--- src/rtl/reg_bank_pkg.sv ---
// Shared state encoding and helpers for the register-bank load arbiter.
package reg_bank_pkg;

    typedef enum logic [1:0] {
        ST_IDLE = 2'd0,
        ST_LOAD = 2'd1,
        ST_ACK  = 2'd2
    } state_t;

    // Bit `pos` of the one-hot vector that encodes `idx`.
    function automatic logic onehot_bit(input int unsigned idx, input int unsigned pos);
        return idx == pos;
    endfunction

endpackage

--- src/rtl/reg_bank_load_arbiter_rr_pick.sv ---
// Rotating-priority selector: first set bit of req scanning upward from ptr, wrapping at NREQ.
module rr_pick #(
    parameter int NREQ = 4,
    parameter int PW   = (NREQ > 1) ? $clog2(NREQ) : 1
) (
    input  logic [NREQ-1:0] req,
    input  logic [PW-1:0]   ptr,
    output logic            valid,
    output logic [PW-1:0]   idx
);

    logic [PW:0] j;

    always_comb begin
        valid = 1'b0;
        idx   = '0;
        j     = '0;
        for (int k = 0; k < NREQ; k++) begin
            j = {1'b0, ptr} + (PW+1)'(k);
            if (j >= (PW+1)'(NREQ)) begin
                j = j - (PW+1)'(NREQ);
            end
            if (!valid && req[j[PW-1:0]]) begin
                valid = 1'b1;
                idx   = j[PW-1:0];
            end
        end
    end

endmodule

--- src/rtl/reg_bank_load_arbiter.sv ---
// Round-robin arbiter sharing one load path (one-hot load_en + shared d bus) into a register bank.
module reg_bank_load_arbiter
    import reg_bank_pkg::*;
#(
    parameter int WIDTH = 16,
    parameter int NREQ  = 4,
    parameter int NREG  = 8,
    parameter int AW    = 4
) (
    input  logic                  clk,
    input  logic                  reset,
    input  logic [NREQ-1:0]       req,
    input  logic [NREQ*AW-1:0]    req_addr,
    input  logic [NREQ*WIDTH-1:0] req_data,
    output logic [NREQ-1:0]       gnt,
    output logic [NREQ-1:0]       done,
    output logic                  err,
    output logic [NREG-1:0]       load_en,
    output logic [WIDTH-1:0]      d,
    output logic                  busy
);

    localparam int PW = (NREQ > 1) ? $clog2(NREQ) : 1;

    function automatic logic addr_ok(input logic [AW-1:0] a);
        return 32'(a) < 32'(NREG);
    endfunction

    state_t            state_q, state_nxt;
    logic [PW-1:0]     ptr_q, ptr_nxt;
    logic [PW-1:0]     owner_q, owner_nxt;
    logic [AW-1:0]     addr_q, addr_nxt;
    logic [WIDTH-1:0]  data_q, data_nxt;
    logic [NREQ-1:0]   gnt_nxt, done_nxt;
    logic              err_nxt, busy_nxt;
    logic [NREG-1:0]   load_en_nxt;
    logic              pick_valid;
    logic [PW-1:0]     pick_idx;

    rr_pick #(
        .NREQ (NREQ),
        .PW   (PW)
    ) u_pick (
        .req   (req),
        .ptr   (ptr_q),
        .valid (pick_valid),
        .idx   (pick_idx)
    );

    // Every output register is loaded one edge ahead, so the state's outputs appear in that state.
    always_comb begin
        state_nxt   = state_q;
        ptr_nxt     = ptr_q;
        owner_nxt   = owner_q;
        addr_nxt    = addr_q;
        data_nxt    = data_q;
        gnt_nxt     = '0;
        done_nxt    = '0;
        err_nxt     = 1'b0;
        load_en_nxt = '0;
        busy_nxt    = 1'b0;
        case (state_q)
            ST_IDLE: begin
                if (pick_valid) begin
                    state_nxt = ST_LOAD;
                    owner_nxt = pick_idx;
                    addr_nxt  = req_addr[pick_idx*AW +: AW];
                    data_nxt  = req_data[pick_idx*WIDTH +: WIDTH];
                    busy_nxt  = 1'b1;
                    for (int i = 0; i < NREQ; i++) begin
                        gnt_nxt[i] = onehot_bit(32'(pick_idx), i);
                    end
                    for (int i = 0; i < NREG; i++) begin
                        load_en_nxt[i] = addr_ok(addr_nxt) & onehot_bit(32'(addr_nxt), i);
                    end
                end
            end
            ST_LOAD: begin
                state_nxt = ST_ACK;
                busy_nxt  = 1'b1;
                err_nxt   = !addr_ok(addr_q);
                for (int i = 0; i < NREQ; i++) begin
                    done_nxt[i] = onehot_bit(32'(owner_q), i);
                end
            end
            ST_ACK: begin
                state_nxt = ST_IDLE;
                ptr_nxt   = (32'(owner_q) == 32'(NREQ - 1)) ? '0 : owner_q + PW'(1);
            end
            default: begin
                state_nxt = ST_IDLE;
            end
        endcase
    end

    always_ff @(posedge clk or negedge reset) begin
        if (!reset) begin
            state_q <= ST_IDLE;
            ptr_q   <= '0;
            owner_q <= '0;
            addr_q  <= '0;
            data_q  <= '0;
            gnt     <= '0;
            done    <= '0;
            err     <= 1'b0;
            load_en <= '0;
            busy    <= 1'b0;
        end else begin
            state_q <= state_nxt;
            ptr_q   <= ptr_nxt;
            owner_q <= owner_nxt;
            addr_q  <= addr_nxt;
            data_q  <= data_nxt;
            gnt     <= gnt_nxt;
            done    <= done_nxt;
            err     <= err_nxt;
            load_en <= load_en_nxt;
            busy    <= busy_nxt;
        end
    end

    // The latched data register drives the shared bus directly.
    assign d = data_q;

endmodule

--- config.mk ---
export PLATFORM = sky130hd
export DESIGN_NAME = reg_bank_load_arbiter
export DESIGN_NICKNAME = d
export VERILOG_FILES = /design/src/rtl/reg_bank_pkg.sv /design/src/rtl/reg_bank_load_arbiter_rr_pick.sv /design/src/rtl/reg_bank_load_arbiter.sv
export SDC_FILE = /design/constraint.sdc
export NUM_CORES = 1
export LEC_CHECK = 0
export CORE_MARGIN = 4
export CORE_UTILIZATION = 39
export CTS_BUF_LIST = sky130_fd_sc_hd__clkbuf_2 sky130_fd_sc_hd__clkbuf_4 sky130_fd_sc_hd__clkbuf_8
export DETAILED_ROUTE_END_ITERATION = 12
export HOLD_SLACK_MARGIN = 0.03
export PLACE_DENSITY = 0.8
export SYNTH_ARGS = -nofsm -noshare
export SYNTH_HDL_FRONTEND = slang
export SYNTH_HIERARCHICAL = 1
export SYNTH_SLANG_ARGS = --single-unit
--- constraint.sdc ---
create_clock -name clk -period 3 [get_ports clk]
set_input_delay 0.45 -clock clk [delete_from_list [all_inputs] [get_ports clk]]
set_output_delay 0.45 -clock clk [all_outputs]
set_load 0.01 [all_outputs]
==> results of run 1 <==
worst register-to-register path, stage by stage, from the launching register on:
cell,delay [ns]
dfrtp_1,0.41
inv_2,0.05
a221o_1,0.35
a21oi_4,0.23
buf_4,0.25
mux4_2,0.53
a221o_1,0.33
nor2_1,0.13
worst paths after layout:
path	cells past startpoint	from	endpoint
min	1	reset	d[12]
max	8	req[1]	load_en[4]
min in group clk	2	d[11]	d[11]
max reg2reg	7	ptr_q[0]	load_en[4]
max in group asynchronous	1	reset	d[5]
min reg2reg	2	d[11]	d[11]
flip-flops by register name, indices dropped and copies added (netlist names):
signal / flops
done: 4
owner_q: 2
state_q: 2
gnt: 4
err: 1
busy: 1
d: 16
addr_q: 1
load_en: 8
ptr_q: 2
power groups by stage:
stage	Clock, mW	Sequential [mW]	Combinational [mW]
after floorplan	0	0.963	0.773
final	0.389	0.890	1.49
after detailed placement	0	0.901	1.50
after global placement	0	0.894	1.47
after CTS	0.400	0.894	1.51
after global routing	0.424	0.911	1.64
per-layer routing:
layer,up-vias,GRT usage
met5,-,0
met1,861,0.184
li1,883,-
met3,10,0.0610
met4,0,0.0811
met2,98,0.332
final cells by class:
type / count / area [um^2]
clock buffers: 7 / 96.3
repair buffers: 125 / 1230
well taps: 70 / 87.6
clock inverters: 1 / 5.00
flip-flops and latches: 41 / 1030
multi-input cells: 124 / 1000
inverters: 9 / 33.8
fillers: 398 / 1690
cell usage in the layout (no fill, tap or decap), types with 4 or more instances in the layout:
cell / synthesis / layout
inv_1: 7 / 7
dfrtp_1: 41 / 41
mux4_2: 16 / 16
buf_4: 0 / 6
clkdlybuf4s50_1: 0 / 118
and2_1: 5 / 5
ha_1: 4 / 4
nor2_1: 14 / 14
nand2_1: 51 / 51
clkbuf_8: 0 / 7
cell families (layout without fill, tap and decap cells):
family	count (synthesis)	in the layout
buffers and inverters	19	142
AOI/OAI and AO/OA	14	14
DFF	41	41
adders and majority gates	4	4
and+or+nand+nor	84	84
muxes	22	22
per-stage QoR:
| stage | setup WS [ns] | hold slack [ns] | total power, mW |
|---|---|---|---|
| final | 0.336 | 0.278 | 2.76 |
| after global routing | 0.208 | 0.356 | 2.97 |
| after CTS | 0.354 | 0.302 | 2.80 |
| after detailed placement | 0.0541 | 0.462 | 2.40 |
| after global placement | 0.108 | 0.458 | 2.37 |
| after floorplan | 0.641 | 0.154 | 1.74 |
==> impl_metrics.csv, run 1 <==
group,metric,value,unit
run_status,status,"completed",
setup_path,critPathMaxFanout,13,
setup_path,cp_slowest_stage_delay,0.53,ns
timing,setup_tns,0,ns
placed_design,hpwl,4640,um
setup_path,crit_buf_inv,3,
clocking,cts_tree,"done",
routing,top_layer_used,"met4",
clocking,numCtsBuffers,5,
power,pwr-share-seq,0.322,
setup_path,crit_chain,"clkdlybuf4s50_1, inv_1, a221o_1, a21oi_4, buf_4, mux4_2, a221o_1, nor2_1",
power,p_leak,1.52,nW
synthesis,synth_top_area_frac,0.490,
clocking,clockBufferDepth,2,
global_routing,grt_antenna_before_repair,0,
setup_path,crit_top_cell,"a221o_1",
global_routing,grt_max_degree,42,
clocking,cts-hold-fix-buffers,0,
setup_path,critPathKind,"input pin to flip-flop",
routing,routed_wl,5710,um
clocking,htreeDepth,2,
synthesis,syn_area_per_cell,11.4,um^2
routing,wl_per_cell,15.2,um
placed_design,dpl_cell_area,3380,um^2
timing,rsz0062_at_grt,"false",
setup_path,cp-end-kind,"flip-flop",
synthesis,syn-num-nets,274,
synthesis,synthAdderAreaFrac,0.0239,
power,swShare,0.354,
timing,slew_headroom,0.412,
routing,initialDrtViolationCount,93,
timing,skew,0.00440,ns
synthesis,synthMuxAreaShare,0.225,
die,io_pins,120,
global_routing,grt_pass1_wl,8760,um
timing,finalCritPeriodShare,0.888,
setup_path,critical_path_arrival,2.88,ns
synthesis,synthCells,184,
power,ir_worst_vdd,327,uV
finish,area_growth,66.2,%
timing,fmax,375,MHz
routing,drt_first_pass_iters,4,
global_routing,grt_use_total,0.181,
setup_path,crit_slowest_cell,"mux4_2",
synthesis,synthXorXnorAreaFrac,0,
power,clockPowerShare,0.141,
clocking,cts.reportedPaths.clkPinSlew,0.08,ns
clocking,post_cts_resize_count,0,
timing,hold_viol_final,0,
routing,met3_length,626,um
die,dieArea,6610,um^2
setup_path,r2r_slack,0.64,ns
synthesis,synth_seq_area_share,0.490,
timing,fin_crit,2.66,ns
synthesis,yosys.area_share.simple,0.178,
die,die_height,81.3,um
routing,wl_met2,2970,um
finish,final_core_util,0.673,
finish,n_antenna_cell,0,
clocking,ctsRootBufferMaster,"clkbuf_8",
routing,num_vias,1852,
placed_design,port_buffers,119,
synthesis,yosysMostFrequentCell,"nand2_1",
synthesis,synth_area,2100,um^2
power,pwr_density_cell,793,nW/um^2
global_routing,grt_overflow_total,0,
synthesis,synth_top_family_by_area,"multiplexers",
synthesis,synth_warnings,6,
die,coreArea,5170,um^2
finish,finalNetCount,396,
power,p_comb_frac,0.538,
synthesis,yosys_most_used_dff,"dfrtp_1",
clocking,cts.sinks,41,
die,fp.dieW,81.3,um
synthesis,synth.area.top_cells,"dfrtp_1 49%, mux4_2 17%, nand2_1 9.1%",
setup_path,cp-start-kind,"input pin",
routing,via_per_inst,4.91,
synthesis,synth_common_cells,"51 x nand2_1, 41 x dfrtp_1, 16 x mux4_2",
run,cap_violations,0,
synthesis,synth_edf_count,0,
synthesis,synth-compound-area-share,0.0448,
hold_path,hp-class,"input pin to asynchronous set/reset pin",
placed_design,gp_congestion,0.910,
synthesis,synth.distinct_cells,33,
synthesis,ys_ff_latch,41,
timing,finalSetupViolCount,0,
finish,finalNonFillerCells,377,
clocking,cts_setup_buffers,0,
die,start_util,0.405,
setup_path,critPathTopFamily,"compound AO/OA/AOI/OAI gates",
synthesis,async_flop_share,1.00,
timing,tightest_slew,0.881,ns
routing,ant_nets,0,
setup_path,cp.required,3.22,ns
placed_design,place_inst,369,
die,rows,26,
finish,finalInstanceArea,3480,um^2
finish,layout-drive-gt1-share,0.121,
power,p_int,1.78,mW
global_routing,grt_pass1_vias,1903,
timing,finalMaxSlewViolations,0,
power,p_sw,0.979,mW
routing,wl_met1,1990,um
clocking,clk-insertion-delay-late,0.29,ns
synthesis,yosys.area.top_type,"dfrtp_1",
routing,drc,0,
No activity file was read; power rests on OpenSTA's default activity.
==> run 2, diff against run 1 <==
--- a/config.mk
+++ b/config.mk
@@ -5,12 +5,14 @@
 export SDC_FILE = /design/constraint.sdc
 export NUM_CORES = 1
 export LEC_CHECK = 0
+export CORE_ASPECT_RATIO = 1.5
 export CORE_MARGIN = 4
-export CORE_UTILIZATION = 39
+export CORE_UTILIZATION = 42
 export CTS_BUF_LIST = sky130_fd_sc_hd__clkbuf_2 sky130_fd_sc_hd__clkbuf_4 sky130_fd_sc_hd__clkbuf_8
+export CTS_CLUSTER_DIAMETER = 100
 export DETAILED_ROUTE_END_ITERATION = 12
 export HOLD_SLACK_MARGIN = 0.03
-export PLACE_DENSITY = 0.8
+export PLACE_DENSITY = 0.85
 export SYNTH_ARGS = -nofsm -noshare
 export SYNTH_HDL_FRONTEND = slang
 export SYNTH_HIERARCHICAL = 1
==> constraint.sdc (replaced) <==
create_clock -name clk -period 3.25 [get_ports clk]
set_input_delay 0.4875 -clock clk [delete_from_list [all_inputs] [get_ports clk]]
set_output_delay 0.4875 -clock clk [all_outputs]
set_load 0.01 [all_outputs]
==> run 2 against run 1 <==
Effect of this change: routed wire length is 1.9% lower; clock power grew 8.7%; power is 4.9% lower; utilization grew 4.8 points; sequential share of layout area is 0.12 points lower; clock skew up 0.0028 ns; first-iteration DRC count decreased by 66%; die area is 6.1% lower; final cell count shrank 1.1%; design area grew 0.40%; critical endpoint is now load_en[2]; largest power group unchanged; highest routed layer unchanged.
==> impl_metrics.csv, run 2 (synthesis gave the netlist of run 1 again) <==
group,metric,value,unit
setup_path,cp_slowest_stage_delay,0.56,ns
placed_design,port_buffers,119,
setup_path,critical_path_arrival,2.91,ns
clocking,htreeDepth,2,
finish,layout_commonest_cell,"clkdlybuf4s50_1",
die,die_height,94.5,um
finish,layout-drive-gt1-share,0.121,
die,start_util,0.432,
clocking,cts-hold-fix-buffers,0,
timing,fin_ws,0.549,ns
clocking,numCtsBuffers,5,
clocking,cts_setup_buffers,0,
setup_path,timing.rr.start,"ptr_q[0]",
global_routing,grt_overflow_total,0,
placed_design,gp_congestion,0.820,
setup_path,r2r-end,"load_en[2]",
timing,rsz0062_at_grt,"false",
timing,finalCritPeriodShare,0.831,
die,coreArea,4850,um^2
clocking,cts.sinks,41,
setup_path,crit_path_end,"load_en[2]",
timing,timing.hold.ws,0.315,ns
routing,ant_nets,0,
placed_design,dp_slack,0.243,ns
setup_path,worst-path-stages,7,
finish,final_cell_mix,"118 x clkdlybuf4s50_1, 51 x nand2_1, 41 x dfrtp_1",
global_routing,grt_pass1_wl,8940,um
timing,slew_headroom,0.419,
timing,finalMaxSlewViolations,0,
timing,fmax,370,MHz
finish,area_growth,66.9,%
die,dieArea,6210,um^2
setup_path,cp-end-kind,"flip-flop",
clocking,clockBufferDepth,2,
global_routing,busiest_layer,"met2",
die,rows,31,
setup_path,critPathKind,"input pin to flip-flop",
finish,largest_reg_flops,16,
clocking,cts.reportedPaths.clkPinSlew,0.08,ns
setup_path,cp.required,3.46,ns
setup_path,critical_path.startpoint,"req[1]",
routing,drt_first_pass_iters,4,
power,ir_worst_vdd,333,uV
setup_path,crit_buf_inv,2,
setup_path,crit_chain,"clkdlybuf4s50_1, inv_1, a221o_1, a21oi_4, mux4_2, or4b_1, nor2_1",
timing,setup_tns,0,ns
die,fp.dieW,65.7,um
global_routing,grtUsageMet3,0.0560,
routing,initialDrtViolationCount,32,
timing,fin_crit,2.70,ns
finish,n_antenna_cell,0,
clocking,cts_tree,"done",
power,pwr_density_cell,751,nW/um^2
setup_path,reg2reg_depth,6,
clocking,clk-insertion-delay-late,0.29,ns
routing,via_per_inst,5.08,
global_routing,use_met1,0.187,
run,cap_violations,0,
clocking,ctsRootBufferMaster,"clkbuf_8",
global_routing,grt_pass1_vias,2018,
timing,skew,0.00723,ns
timing,hold_viol_final,0,
global_routing,grt_antenna_before_repair,0,
setup_path,critPathTopFamily,"simple AND/OR/NAND/NOR gates",
timing,tightest_slew,0.872,ns
setup_path,cp-start-kind,"input pin",
routing,wl_per_cell,15.0,um
placed_design,hpwl,4590,um
global_routing,grt_max_degree,42,
die,io_pins,120,
placed_design,place_inst,365,
routing,drc,0,
finish,finalNonFillerCells,373,
power,p_leak,1.53,nW
finish,finalNetCount,396,
hold_path,hp-class,"input pin to asynchronous set/reset pin",
setup_path,crit_slowest_cell,"mux4_2",
setup_path,critPathMaxFanout,4,
routing,routed_wl,5600,um
timing,finalSetupViolCount,0,
clocking,post_cts_resize_count,0,
global_routing,grt_use_total,0.188,
routing,num_vias,1895,
run_status,status,"completed",
setup_path,r2r_slack,0.89,ns
global_routing,met2_usage,0.361,
==> run 2: cell count changes in the layout (fill, tap and decap cells not counted), sizes merged <==
cell | before | now
bufinv | 0 | 1
clkinv | 2 | 1
==> run 2: worst min-delay path by stage <==
stage | startpoint | end | slack, ns | cells past startpoint
final | reset | state_q[0] | 0.32 | 1
after global routing | reset | busy | 0.39 | 1
after CTS | reset | state_q[0] | 0.34 | 1
after detailed placement | d[0] | d[0] | 0.46 | 2
after global placement | d[8] | d[8] | 0.46 | 2
after floorplan | reset | addr_q[3] | 0.19 | 0
==> run 2: metal layers <==
| metal | vias to the layer above | share of wire | wire (um) |
|---|---|---|---|
| met1 | 922 | 0.33 | 1870 |
| met4 | 0 | 0.018 | 100 |
| li1 | 880 | - | - |
| met5 | - | 0 | 0 |
| met3 | 8 | 0.082 | 460 |
| met2 | 85 | 0.57 | 3170 |
==> run 2: where the power goes <==
part           total, mW  internal, mW  leakage [nW]  switching [mW]
clock network      0.423         0.259        0.0619           0.164
logic               1.38         0.746         0.939           0.637
registers          0.823         0.711         0.524           0.112
total               2.63          1.72          1.53           0.913
==> run 2: final cells by class <==
| class | count | area [um^2] |
|---|---|---|
| Tap cell | 66 | 82.6 |
| Inverter | 9 | 33.8 |
| Sequential cell | 41 | 1030 |
| Clock buffer | 7 | 90.1 |
| Clock inverter | 1 | 30.0 |
| Multi-Input combinational cell | 124 | 1000 |
| Timing Repair Buffer | 125 | 1230 |
| Fill cell | 340 | 1350 |
==> run 2: through the flow <==
| step | total power [mW] | instance area (um^2) | utilization |
|---|---|---|---|
| floorplan | 1.60 | 2100 | - |
| global placement | 2.18 | 3380 | 0.697 |
| detailed placement | 2.23 | 3380 | 0.697 |
| CTS | 2.66 | 3500 | 0.721 |
| global route | 2.82 | 3500 | 0.721 |
| finish | 2.63 | 3500 | 0.721 |
==> RTL edit 1: new RTL, config.mk and constraints of run 2 <==
`data_q` no longer has a reset.
--- a/src/rtl/reg_bank_load_arbiter.sv
+++ b/src/rtl/reg_bank_load_arbiter.sv
@@ -99,7 +99,6 @@
             ptr_q   <= '0;
             owner_q <= '0;
             addr_q  <= '0;
-            data_q  <= '0;
             gnt     <= '0;
             done    <= '0;
             err     <= 1'b0;
@@ -110,7 +109,6 @@
             ptr_q   <= ptr_nxt;
             owner_q <= owner_nxt;
             addr_q  <= addr_nxt;
-            data_q  <= data_nxt;
             gnt     <= gnt_nxt;
             done    <= done_nxt;
             err     <= err_nxt;
@@ -119,6 +117,10 @@
         end
     end
 
+    always_ff @(posedge clk) begin
+        data_q <= data_nxt;
+    end
+
     // The latched data register drives the shared bus directly.
     assign d = data_q;
 
Function: changed (Yosys sat finds a counterexample within 4 cycles, from zero or initial values and one cycle with reset low).
==> RTL edit 1 against run 2 <==
Total power down 9.1%. Area after synthesis shrank 4.9%. First-iteration DRC count is 38% lower. Wire length fell by 4.0%. Worst setup slack improved by 0.14 ns. Design area down 3.5%. Sequential share of layout area increased by 3.5 points. Sequential cell count is the same. Largest cell class unchanged.
==> RTL edit 1: results (changes against run 2) <==
* EDFF count, synth at 16 (+16)
* Net count, final at 349 (-12%)
* Later-pin clock latency in the skew report at 0.29 ns (about the same)
* Initial antenna violation count at 0 (unchanged)
* Number of different library cells in the post-synthesis netlist at 32 (-3.0%)
* DRT iter0 DRCs at 20 (-38%)
* Max Buffers Root-to-Sink at 2 (unchanged)
* Result of the run: finished clean
* Number of fillers in the final layout at 296 (-13%)
* Resize count post-CTS at 0 (unchanged)
* Deepest level of the CTS H-tree at 2 (unchanged)
* Largest cells by area after synthesis: sky130_fd_sc_hd__dfrtp_1 (31%), sky130_fd_sc_hd__edfxtp_1 (24%), sky130_fd_sc_hd__mux4_2 (20%)
* Pin count of the biggest net entering global routing at 30 (-29%)
* Reported leakage power at 1.33 nW (-13%)
* Post-DR wirelength/cell at 16.6 microns (+10%)
* Buffers inserted by post-CTS timing repair at 0 (unchanged)
* Max Clock Skew at 0.00694 ns (-0.000286 ns)
* IR drop worst, VDD at 397 uV (+19%)
* Post-synthesis sequential area ratio at 55.5% (+6.5 points)
* Highest fanout seen on the critical path at 12 (+8)
* Flip-flop count of the largest register, all copies and words added at 16 (unchanged)
* Pre-antenna DRT Iters at 4 (unchanged)
* Global-route wire length before repair at 8480 microns (-5.1%)
* Synthesis Warnings at 6 (unchanged)
* Number of global-route vias before repair at 1,851 (-8.3%)
* Estimated wirelength of the detail-placed design at 4720 microns (+2.7%)
* Count of input and output buffers at 119 (unchanged)
* Ys async rst share at 61.0% (-39 points)
* Reg-to-reg setup timing slack at 1.04 ns (+0.15 ns)
* Gpl congestion at 0.750 (-8.5%)
* Synthesized net count at 225 (-18%)
* Count of antenna diodes in the layout at 0 (unchanged)
* Synth cell count leaders: sky130_fd_sc_hd__dfrtp_1 (25), sky130_fd_sc_hd__mux4_2 (18), sky130_fd_sc_hd__edfxtp_1 (16), sky130_fd_sc_hd__nor2_1 (14), sky130_fd_sc_hd__inv_1 (7)
* Via count normalized by instance count at 5.10 (+0.42%)
* Library cell used as clock root buffer: sky130_fd_sc_hd__clkbuf_8
* CTS buffer count at 5 (unchanged)
* Clock transition at the register clock pins on the worst setup and hold paths after CTS at 0.08 ns (about the same)
* Worst Max-Slew Pin Slew at 1.06 ns (+0.184 ns)
* Number of max-cap violations at 0 (unchanged)
* Worst min-delay path category: flip-flop to flip-flop
* GRT Resource Usage Total at 19.2% (+0.45 points)
* Worst path arrival time at 2.59 ns (-0.32 ns)
* Layout cells sized above 1 at 14.2% (+2.2 points)
RTL edit 1: kinds of logic (layout without fill, tap and decap cells):
kind of cell	Yosys count	in the layout	share of synthesized area, %
buffers and inverters	15	140	3.52
muxes	22	22	23.3
adders and majority gates	4	4	2.51
DFF	41	41	55.5
AOI/OAI and AO/OA	13	13	4.27
and+or+nand+nor	40	40	10.9
RTL edit 1: critical path, stage by stage:
cell,delay [ns]
sky130_fd_sc_hd__clkdlybuf4s50_1,0.50
sky130_fd_sc_hd__inv_1,0.07
sky130_fd_sc_hd__a221o_1,0.38
sky130_fd_sc_hd__a21oi_4,0.31
sky130_fd_sc_hd__buf_4,0.30
sky130_fd_sc_hd__mux4_2,0.53
RTL edit 1: cell type report:
| cell class | count | area (sq um) | share of cell area, % |
|---|---|---|---|
| tap | 64 | 80.1 | 2.37 |
| multi-input combinational | 79 | 837 | 24.8 |
| timing repair buffer | 124 | 1230 | 36.4 |
| inverter | 8 | 30.0 | 0.890 |
| sequential | 41 | 1110 | 32.8 |
| clock inverter | 2 | 8.76 | 0.260 |
| clock buffer | 6 | 82.6 | 2.45 |
RTL edit 1: per-stage QoR:
stage               setup slack, ns  utilization, %  hold slack [ns]  area [sq um]  instances
finish                        0.685            74.3            0.500          3370        324
global route                  0.569            74.3            0.521          3370        324
CTS                           0.668            74.3            0.503          3370        324
detailed placement            0.356            72.3            0.480          3280        316
global placement              0.394            72.3            0.475          3280        316
floorplan                      1.00               -            0.192          1990        135
RTL edit 1: routing by layer:
layer	GRT usage (%)	part of all wire, %
met1	15.9	29
met5	0	0
met2	37.6	58
met3	7.89	9.9
met4	8.82	2.8
RTL edit 1: final timing paths:
path / start / end / depth (start not counted)
worst max register to register: ptr_q[0]$_DFFE_PN0N_ / d[7]$_DFFE_PP_ / 5
worst min register to register: addr_q[3]$_DFFE_PN0P_ / err$_DFF_PN0_ / 1
worst max-delay path: req[1] / d[7]$_DFFE_PP_ / 6
max in group asynchronous: reset / gnt[3]$_DFF_PN0_ / 1
min in group asynchronous: reset / load_en[7]$_DFF_PN0_ / 1
worst min-delay path: addr_q[3]$_DFFE_PN0P_ / err$_DFF_PN0_ / 1
RTL edit 1: power by group:
part	total, W	internal, W	switching (W)
clock network	0.000326	0.000168	0.000158
registers	0.000876	0.000789	0.0000875
logic	0.00119	0.000673	0.000515
==> RTL edit 2: new RTL, config.mk and constraints of run 2 <==
Without the edit above. The parameter `WIDTH` goes from 16 to 24.
--- a/src/rtl/reg_bank_load_arbiter.sv
+++ b/src/rtl/reg_bank_load_arbiter.sv
@@ -2,7 +2,7 @@
 module reg_bank_load_arbiter
     import reg_bank_pkg::*;
 #(
-    parameter int WIDTH = 16,
+    parameter int WIDTH = 24,
     parameter int NREQ  = 4,
     parameter int NREG  = 8,
     parameter int AW    = 4
Ports: changed (resized d and req_data); port bits go from 120 to 160. No check against the original RTL was run, so the function may have changed too.
==> RTL edit 2 against run 2 <==
Wire length increased by 35%. Sequential cell count is 8 higher. Die area is 21% higher. Area after synthesis rose by 24%. Design area grew 25%. Core utilization grew 2.1 points. Critical path depth did not move. Worst setup slack improved by 0.022 ns. Largest power group unchanged. Total power grew 24%. Hold slack better by 0.065 ns.
==> RTL edit 2: results (changes against run 2) <==
* Met3 layer usage reported by global route at 5.32% (-0.28 points)
* Gr ovfl total at 0 (unchanged)
* Routed vias at 2,319 (+22%)
* Worst path arrival time at 2.90 ns (about the same)
* Count of input and output buffers at 159 (+34%)
* Gpl congestion at 0.793 (-3.3%)
* Worst min-delay path category: input port to async pin
* Via count normalized by instance count at 5.07 (-0.12%)
* DRT iter0 DRCs at 62 (+94%)
* Estimated wirelength of the detail-placed design at 6310 microns (+37%)
* Net count, final at 506 (+28%)
* Post-synthesis sequential area ratio at 47.3% (-1.7 points)
* Later-pin clock latency in the skew report at 0.29 ns (about the same)
* Total placed instance area at 4270 sq um (+26%)
* Met1 demand-to-capacity share in global routing at 19.7% (+1.0 points)
* Synth cell count leaders: sky130_fd_sc_hd__nand2_1 (79), sky130_fd_sc_hd__dfrtp_1 (49), sky130_fd_sc_hd__mux4_2 (28), sky130_fd_sc_hd__nor2_1 (9)
* Max Clock Skew at 0.00340 ns (-0.00383 ns)
* Delay of the slowest cell on the worst path at 0.59 ns (+0.03 ns)
* Sequential power at 0.000986 W (+20%)
* Reported leakage power at 1.89 nW (+24%)
* GRT Resource Usage Total at 20.4% (+1.6 points)
* Number of fillers in the final layout at 408 (+20%)
* Number of cells after detailed placement at 449 (+23%)
* Average instance area after synthesis at 11.5 sq um (+0.81%)
* Deepest level of the CTS H-tree at 2 (unchanged)
* Fraction of power consumed by sequential logic at 30.3% (-1.0 points)
* Synthesized net count at 348 (+27%)
* Endpoint of the most critical register-to-register path: load_en[5]$_DFF_PN0_
* Number of different library cells in the post-synthesis netlist at 29 (-12%)
* Pre-CTS setup slack at 0.256 ns (+0.0130 ns)
* Number of global-route vias before repair at 2,528 (+25%)
* Global-route wire length before repair at 11,900 microns (+33%)
* Layout cells sized above 1 at 13.5% (+1.5 points)
* Flip-flop count of the largest register, all copies and words added at 24 (+8)
* Primary FF master, synth: sky130_fd_sc_hd__dfrtp_1
* Pin count of the biggest net entering global routing at 50 (+19%)
* Final clock period utilization by the worst path at 82.4% (-0.69 points)
* Routed wire length at 7540 microns (+35%)
* Largest cells by area after synthesis: sky130_fd_sc_hd__dfrtp_1 (47%), sky130_fd_sc_hd__mux4_2 (24%), sky130_fd_sc_hd__nand2_1 (11%)
* Max-Slew Margin vs Limit at 29.7% (-12 points)
* Global routing met2 resource utilization at 39.8% (+3.7 points)
* Result of the run: finished clean
* Share of total power in combinational logic at 56.0% (+3.4 points)
* Category of cells accounting for the largest share of critical-path delay: compound AO/OA/AOI/OAI gates
* Cell-internal power at 0.00210 W (+22%)
* Synthesis Warnings at 6 (unchanged)
* IR drop worst, VDD at 356 uV (+6.8%)
* Highest fanout seen on the critical path at 8 (+4)
==> RTL edit 2: cell count changes in the layout (fill, tap and decap cells not counted), sizes merged, moves of 2 or more <==
cell | before | now
nor3 | 1 | 5
nand2 | 51 | 79
mux4 | 19 | 28
nand4b | 2 | 0
dfrtp | 41 | 49
clkdlybuf4s50 | 118 | 158
or2 | 0 | 2
nor2 | 14 | 9
==> RTL edit 2: worst min path at each step <==
stage	from	endpoint	slack, ns	cells past startpoint
after floorplan	reset	addr_q[3]$_DFFE_PN0P_	0.19	0
after global placement	state_q[1]$_DFFE_PN0P_	busy$_DFF_PN0_	0.45	1
after detailed placement	addr_q[3]$_DFFE_PN0P_	addr_q[3]$_DFFE_PN0P_	0.46	2
after CTS	reset	gnt[3]$_DFF_PN0_	0.40	1
after global routing	reset	gnt[3]$_DFF_PN0_	0.46	1
final	reset	gnt[3]$_DFF_PN0_	0.38	1
==> RTL edit 2: final cells by class <==
class / count / area (sq um) / area share, %
multi-input cells: 155 / 1280 / 29.1
clock inverters: 2 / 37.5 / 0.855
flip-flops and latches: 49 / 1230 / 27.9
clock buffers: 6 / 82.6 / 1.88
well taps: 72 / 90.1 / 2.05
repair buffers: 165 / 1640 / 37.5
inverters: 8 / 30.0 / 0.684
==> RTL edit 2: logic make-up (layout without fill, tap and decap cells) <==
family,Yosys count,after routing,synth area share [%]
AOI/OAI and AO/OA,10,10,2.36
adders and majority gates,4,4,1.93
buffers and inverters,22,181,4.39
DFF,49,49,47.3
muxes,32,32,25.9
and+or+nand+nor,109,109,18.1
==> RTL edit 2: layer usage <==
| metal | routed length, microns | vias to the layer above |
|---|---|---|
| met5 | 0 | - |
| met4 | 163 | 0 |
| met3 | 644 | 13 |
| met2 | 4310 | 97 |
| met1 | 2420 | 1117 |
| li1 | - | 1092 |
